<file path="src/rtl/ue1_seq.sv">
// rtl/ue1_seq.sv - instruction fetch/execute sequencer wrapped around a UE-1 one-bit core
//
// Purpose:
//   Fetches 8-bit instructions from program memory, presents each one to an
//   external UE-1 core for a single-cycle step, then performs the write-back:
//   output bit update, program counter advance or jump, skip and return
//   handling.
//
// Ports:
//   clk, rst_n               clock, asynchronous active-low reset
//   run                      1 = sequence instructions, 0 = park in IDLE
//   prog_addr, prog_req      program counter and fetch request to memory
//   prog_ack, prog_data      fetch complete and fetched instruction
//                            (opcode [7:4], operand bit address [2:0])
//   core_i, core_data        opcode and selected input bit presented in EXEC
//   core_step                one-cycle core clock enable in EXEC
//   core_rr, core_write,
//   core_jmp, core_rtn,
//   core_skip                core results, only sampled in WB
//   ext_in, ext_out          input bit bank and latched output bit bank
//   halted, fault            RTN stop indication, fetch timeout indication
//
// Build option:
//   UE1_SEQ_TIMEOUT_EN       when defined, a fetch that waits 255 cycles
//                            without acknowledge stops the block in HALT
//                            with fault=1; otherwise FETCH waits forever
//                            and fault is constant 0.

module ue1_seq (
    input  logic       clk,
    input  logic       rst_n,
    input  logic       run,
    output logic [7:0] prog_addr,
    output logic       prog_req,
    input  logic       prog_ack,
    input  logic [7:0] prog_data,
    output logic [3:0] core_i,
    output logic       core_data,
    output logic       core_step,
    input  logic       core_rr,
    input  logic       core_write,
    input  logic       core_jmp,
    input  logic       core_rtn,
    input  logic       core_skip,
    input  logic [7:0] ext_in,
    output logic [7:0] ext_out,
    output logic       halted,
    output logic       fault
);

    localparam logic [2:0] ST_IDLE  = 3'd0;
    localparam logic [2:0] ST_FETCH = 3'd1;
    localparam logic [2:0] ST_EXEC  = 3'd2;
    localparam logic [2:0] ST_WB    = 3'd3;
    localparam logic [2:0] ST_HALT  = 3'd4;

    logic [2:0] state_q,     state_d;
    logic [7:0] pc_q,        pc_d;
    logic [7:0] ir_q,        ir_d;
    logic       skip_pend_q, skip_pend_d;
    // Records whether the instruction now in WB was really stepped; a
    // skipped instruction must not let stale core results take effect.
    logic       exec_q,      exec_d;
    logic [7:0] ext_out_q,   ext_out_d;

`ifdef UE1_SEQ_TIMEOUT_EN
    logic [7:0] tmo_cnt_q,   tmo_cnt_d;
    logic       fault_q,     fault_d;
`endif

    // Bit 3 of the instruction word carries no meaning for this core.
    logic unused_ir_bit;
    assign unused_ir_bit = ir_q[3];

    always_comb begin
        state_d     = state_q;
        pc_d        = pc_q;
        ir_d        = ir_q;
        skip_pend_d = skip_pend_q;
        exec_d      = exec_q;
        ext_out_d   = ext_out_q;
`ifdef UE1_SEQ_TIMEOUT_EN
        // Counter restarts from zero on every entry into FETCH.
        tmo_cnt_d   = 8'd0;
        fault_d     = fault_q;
`endif

        case (state_q)
            ST_IDLE: begin
                if (run) begin
                    state_d = ST_FETCH;
                end
            end

            ST_FETCH: begin
                if (prog_ack) begin
                    ir_d    = prog_data;
                    state_d = ST_EXEC;
                end
`ifdef UE1_SEQ_TIMEOUT_EN
                // Counter holds cycles already spent waiting, so a value of
                // 254 without ack means this is the 255th FETCH cycle.
                else if (tmo_cnt_q == 8'd254) begin
                    state_d = ST_HALT;
                    fault_d = 1'b1;
                end else begin
                    tmo_cnt_d = tmo_cnt_q + 8'd1;
                end
`endif
            end

            ST_EXEC: begin
                exec_d      = ~skip_pend_q;
                skip_pend_d = 1'b0;
                state_d     = ST_WB;
            end

            ST_WB: begin
                if (exec_q) begin
                    if (core_write) begin
                        ext_out_d[ir_q[2:0]] = core_rr;
                    end
                    // Jump beats skip: the skipped slot would belong to the
                    // instruction after the jump source, not instruction 0.
                    if (core_jmp) begin
                        pc_d        = 8'd0;
                        skip_pend_d = 1'b0;
                    end else begin
                        pc_d        = pc_q + 8'd1;
                        skip_pend_d = core_skip;
                    end
                end else begin
                    pc_d = pc_q + 8'd1;
                end

                if (exec_q && core_rtn) begin
                    state_d = ST_HALT;
                end else if (run) begin
                    state_d = ST_FETCH;
                end else begin
                    state_d = ST_IDLE;
                end
            end

            ST_HALT: begin
                if (!run) begin
                    state_d = ST_IDLE;
`ifdef UE1_SEQ_TIMEOUT_EN
                    fault_d = 1'b0;
`endif
                end
            end

            default: begin
                state_d = ST_IDLE;
            end
        endcase
    end

    always_ff @(posedge clk or negedge rst_n) begin
        if (!rst_n) begin
            state_q     <= ST_IDLE;
            pc_q        <= 8'd0;
            ir_q        <= 8'd0;
            skip_pend_q <= 1'b0;
            exec_q      <= 1'b0;
            ext_out_q   <= 8'd0;
        end else begin
            state_q     <= state_d;
            pc_q        <= pc_d;
            ir_q        <= ir_d;
            skip_pend_q <= skip_pend_d;
            exec_q      <= exec_d;
            ext_out_q   <= ext_out_d;
        end
    end

`ifdef UE1_SEQ_TIMEOUT_EN
    always_ff @(posedge clk or negedge rst_n) begin
        if (!rst_n) begin
            tmo_cnt_q <= 8'd0;
            fault_q   <= 1'b0;
        end else begin
            tmo_cnt_q <= tmo_cnt_d;
            fault_q   <= fault_d;
        end
    end

    assign fault = fault_q;
`else
    assign fault = 1'b0;
`endif

    // Request is decoded straight from state so an asynchronous reset
    // withdraws it in the same instant, without waiting for a clock edge.
    assign prog_req  = (state_q == ST_FETCH);
    assign prog_addr = pc_q;

    assign core_step = (state_q == ST_EXEC) && !skip_pend_q;
    assign core_i    = (state_q == ST_EXEC) ? ir_q[7:4] : 4'd0;
    assign core_data = (state_q == ST_EXEC) ? ext_in[ir_q[2:0]] : 1'b0;

    assign ext_out = ext_out_q;
    assign halted  = (state_q == ST_HALT);

endmodule

</file>
<file path="config.mk">
export PLATFORM = sky130hd
export DESIGN_NAME = ue1_seq
export DESIGN_NICKNAME = d
export VERILOG_FILES = /design/src/rtl/ue1_seq.sv
export SDC_FILE = /design/constraint.sdc
export NUM_CORES = 1
export LEC_CHECK = 0
export BUFFER_PORTS_ARGS = -buffer_cell sky130_fd_sc_hd__buf_2
export CORE_MARGIN = 2
export CORE_UTILIZATION = 45
export CTS_BUF_LIST = sky130_fd_sc_hd__clkbuf_4 sky130_fd_sc_hd__clkbuf_8
export DETAILED_ROUTE_END_ITERATION = 6
export HOLD_SLACK_MARGIN = 0.05
export PLACE_DENSITY = 0.73
export SYNTH_ARGS = -nofsm -noshare
export SYNTH_HDL_FRONTEND = slang
export SYNTH_SLANG_ARGS = --single-unit
</file>
<file path="constraint.sdc">
create_clock -name clk -period 1.8 [get_ports clk]
set_clock_uncertainty 0.2 [all_clocks]
set_input_delay 0.27 -clock clk [delete_from_list [all_inputs] [get_ports clk]]
set_output_delay 0.27 -clock clk [all_outputs]
set_load 0.01 [all_outputs]
</file>
== Word level (Yosys, flattened, before mapping) ==
Cells that the tools add are included.
Storage, ports and cells
  output and inout bits: 25
  register bits after elaboration: 29
Cells by class
  equality and inequality tests: 8
  bitwise logic cells: 1
  reduce and logical (&&, ||, !) cells: 10
  mux-type cells: 18
  magnitude comparators: 2
  $add $sub $neg: 1
Operators with widths (number)
  2-to-1 mux 8 bit: 2
  case mux 3 bit (5 select lines): 1
  2-to-1 mux 3 bit: 4
  adder 8 x 1 -> 8 bit (second input constant): 1
  bitwise mux 8 bit: 1
  == test 3 x 2 -> 1 bit (second input constant): 2
  2-to-1 mux 1 bit: 6
  inequality test 2 bit (second input constant): 3
  AND reduction 3 bit: 2
  < comparator 3 x 4 -> 1 bit (second input constant): 1
  2-to-1 mux 4 bit: 1
  AND reduction 2 bit: 2
  binary-select mux 1 bit (select 3 bit): 1
  demux 1 bit (select 3 bit): 1
  == test 3 x 1 -> 1 bit (second input constant): 1
  == test 3 bit (second input constant): 1
  greater-or-equal comparator 3 x 1 -> 1 bit (second input constant): 1
  logical AND 1 bit: 3
  zero test 3 bit: 1
  inequality test 2 x 1 -> 1 bit (second input constant): 1
  case mux 1 bit (2 select lines): 1
  nonzero test 2 bit: 1
  zero test 1 bit: 1
  NOT 1 bit: 1

== Depth between registers and ports, before layout ==
  word-level depth: 5
  mapped depth: 4
  gate-level depth less buffers: 4

== Least setup slack after synthesis ==
Ideal clock, no wire load.
  kind: reg-to-output
  start point: register ir_q[1]
  end point: output port core_data
  arrival: 1.320 ns
  buffers on the path: 0
  required time: 1.330 ns
  path slack: 0.010 ns
  cell stages (with the launch flop): 4
  cell sequence: dfrtp_1 -> nand2b_1 -> mux4_2 -> a41oi_1
Between the ends
  longest elaborated chain between the ends: 3
Ends and longest elaborated chain
  start: declaration: RTL line 59  | logic [7:0] ir_q, ir_d;
  start signal: assignment: RTL line 171  | ir_q <= ir_d;
  binary-select mux 1 bit (select 3 bit): RTL line 201  | assign core_data = (state_q == ST_EXEC) ? ext_in[ir_q[2:0]] : 1'b0;
  2-to-1 mux 1 bit (implied by the code): RTL line 201
  2-to-1 mux 1 bit: RTL line 201
  end: declaration: RTL line 38  | output logic core_data,
No other way between the ends. The select of a mux whose other input is x is not followed.

== Final worst setup path ==
Ends and elaborated chain as after synthesis.

==> impl_metrics.py <==
metrics = {
    "run_status": {
        "status": "finished, violations left",
        "violations": "negative setup slack",
    },
    "cells_and_area": {
        "nets": 233,
        "finalInstanceArea_um2": 2200,
        "n_antenna_cell": 0,
        "area_delta_synth_final_pct": 49.0,
        "drive_gt1_frac": 0.515,
    },
    "synth": {
        "yosys-top-cells-count": "dfrtp_1 (28), mux2_2 (15), nand2_1 (8), a21oi_1 (6)",
        "synth_top_family_by_area": "simple AND/OR/NAND/NOR gates",
        "synth_fa_ha_area_frac": 0.00846,
        "syn-cell-area_um2": 1480,
        "syn_nets": 157,
        "ys.flop_type": "dfrtp_1",
        "synthTopCellsByArea": "dfrtp_1 (47%), mux2_2 (11%), nand4b_1 (3.0%)",
        "synth_seq_cells": 28,
        "synthMuxAreaShare": 0.143,
        "async_flop_share": 1.00,
        "yosys.area_share.simple": 0.244,
        "synth_edf_count": 0,
        "ys_warn_count": 0,
        "synth.most_common_cell": "dfrtp_1",
        "synth.top_cell.area_share": 0.474,
        "avgSynthCellArea_um2": 11.3,
        "syn_inst": 131,
        "ys_types": 38,
        "synth-compound-area-share": 0.0838,
        "synth_xor_area_frac": 0.00592,
        "synth_top_area_cell": "dfrtp_1",
        "seq_area_frac_synth": 0.474,
    },
    "sta": {
        "min_period_ns": 2.20,
        "max_freq_ghz": 0.455,
        "setup_violations": 8,
        "rsz0062_at_grt": "true",
        "period_share": 1.22,
        "slew_viol_final": 0,
        "fin_tns_setup_ns": -1.49,
        "worstMarginPinSlew_ns": 0.632,
        "setup_ws_ns": -0.400,
        "timing.slew.headroom": 0.579,
        "hold_violations": 0,
        "holdWs_ns": 0.0601,
    },
    "global_routing": {
        "grt_max_degree": 29,
        "track_usage": 0.204,
        "grt_overflow": 0,
        "grt_pass1_wl_um": 5620,
        "antenna_found_initial": 0,
        "grt_pass1_vias": 1279,
    },
    "cts": {
        "cts.sinks": 28,
        "worstSkewPairLatency_ns": 0.35,
        "numCtsBuffers": 3,
        "path_clk_slew_ns": 0.16,
        "clock_path_buffers": 2,
        "htreeDepth": 1,
        "cts_tree": "yes",
        "cts_root_buf": "clkbuf_4",
    },
    "pwr": {
        "p_int_w": 0.00201,
        "p_sw_frac": 0.380,
        "p_switching_w": 0.00123,
        "power_frac_seq": 0.340,
        "pwr-share-comb": 0.528,
        "leakage_nw": 1.06,
        "ir_drop_v": 0.000917,
        "p_per_area_nw_per_um2": 1470,
        "p_clk_frac": 0.131,
    },
    "placement": {
        "dp_slack_ns": -0.0891,
        "dpl_cell_area_um2": 1780,
        "gp_congestion": 0.802,
        "hpwlAfterDp_um": 2420,
        "io_buffers": 47,
    },
    "routing": {
        "drtAntennaViolNets": 0,
        "drt-wirelength-per-cell_um": 15.8,
        "drt_wl_total_um": 3940,
        "drc": 0,
        "first_iter_violations": 40,
        "via_count": 1345,
        "first_pass_iters": 4,
        "via_per_inst": 5.38,
    },
    "floorplan": {
        "dieArea_um2": 3760,
        "core-area_um2": 3080,
        "row_count": 20,
        "pin_count": 50,
        "dieHeight_um": 61.3,
        "fp.dieW_um": 61.3,
        "initial_core_util": 0.480,
    },
    "setup_path": {
        "required_ns": 1.33,
        "endpoint_kind": "output port",
        "slowest_delay_ns": 0.48,
        "path_max_fanout": 6,
        "arrival_ns": 1.73,
        "startpoint_type": "flip-flop",
        "path_cells": "nand2b_4, mux4_2, a41oi_2, buf_2",
        "path_class": "flip-flop to output port",
        "crit_path_top_delay_cell": "mux4_2",
    },
    "min_path": {
        "min_path_type": "primary input to flip-flop",
    },
    "run": {
        "drv_cap": 0,
    },
}
metal layers:
metal | track usage | routed length (um)
met1 | 0.257 | 1680
met2 | 0.348 | 1980
met3 | 0.0273 | 167
met4 | 0.0901 | 119
met5 | 0 | 0
power groups by stage:
| stage | Sequential, W | Clock (W) | Combinational (W) |
|---|---|---|---|
| 6_report | 0.00110 | 0.000425 | 0.00171 |
| 5_1_grt | 0.00114 | 0.000455 | 0.00184 |
| 4_1_cts | 0.00108 | 0.000430 | 0.00144 |
| 3_5_place_dp | 0.00110 | 0 | 0.00127 |
| 3_3_place_gp | 0.00108 | 0 | 0.00122 |
| 2_1_floorplan | 0.00114 | 0 | 0.000774 |
sequential cells by signal, summed over array words and instances (netlist names):
register,cells
ir_q,7
ext_out,8
prog_addr,8
skip_pend_q,1
exec_q,1
state_q,3
layout make-up:
| type | count | area [um2] |
|---|---|---|
| Clock buffer | 3 | 22.5 |
| Clock inverter | 1 | 30.0 |
| Fill cell | 227 | 875 |
| Inverter | 2 | 7.51 |
| Multi-Input combinational cell | 94 | 838 |
| Sequential cell | 28 | 701 |
| Tap cell | 44 | 55.1 |
| Timing Repair Buffer | 78 | 549 |
logic make-up after synthesis:
kind of cell,Yosys count
other cells,1
buf+inv,9
simple gates,53
compound gates,20
xor+xnor,1
flops,28
fa+ha+maj,1
mux,18
stage by stage:
stage / utilization / total power, W / cells
after detailed placement: 0.578 / 0.00237 / 223
final: 0.716 / 0.00324 / 250
after global placement: 0.578 / 0.00230 / 223
after CTS: 0.666 / 0.00296 / 243
after floorplan: - / 0.00192 / 131
after global routing: 0.716 / 0.00343 / 250
path summary, 6_finish.rpt:
check | from | endpoint | slack (ns) | depth (start not counted)
setup / recovery | ir_q[1] | core_data | -0.40 | 4
hold / removal | core_rr | ext_out[3] | 0.06 | 2
setup reg to reg | state_q[1] | prog_addr[3] | 0.04 | 5
hold reg to reg | ext_out[4] | ext_out[4] | 0.32 | 1
max in group asynchronous | rst_n | ext_out[2] | 0.73 | 2
min in group asynchronous | rst_n | prog_addr[7] | 0.25 | 2
worst max-delay path: cells and delay by family (launching register included):
kind,cells,cell delay [ns]
buffers and inverters,1,0.15
DFF,1,0.46
and+or+nand+nor,1,0.16
AOI/OAI and AO/OA,1,0.14
muxes,1,0.48
timing repair:
action	in CTS	in global routing
setup endpoints to repair	8	26
hold buffers	13	0
endpoints found under the hold margin	39	0
pin swaps	4	7
gates resized for setup	14	25
setup buffers	3	8
cells in the final DEF (no fill, tap or decap), types with 3 or more instances in the layout:
cell           Yosys  final
nand2_1            8      8
dlygate4sd3_1      0     13
o21ai_0            5      5
dfrtp_1           28     28
mux2_2            15     10
buf_2              1     44
nor3b_4            0      3
mux2_4             0      5
a21oi_1            6      4
nor2_1             5      3
and2_1             5      3
buf_4              2     10
clkbuf_4           0      3
nand4b_1           5      5
nand3b_1           3      3
buf_6              2     11
nand4_1            5      5
No activity file was read; power rests on OpenSTA's default activity.
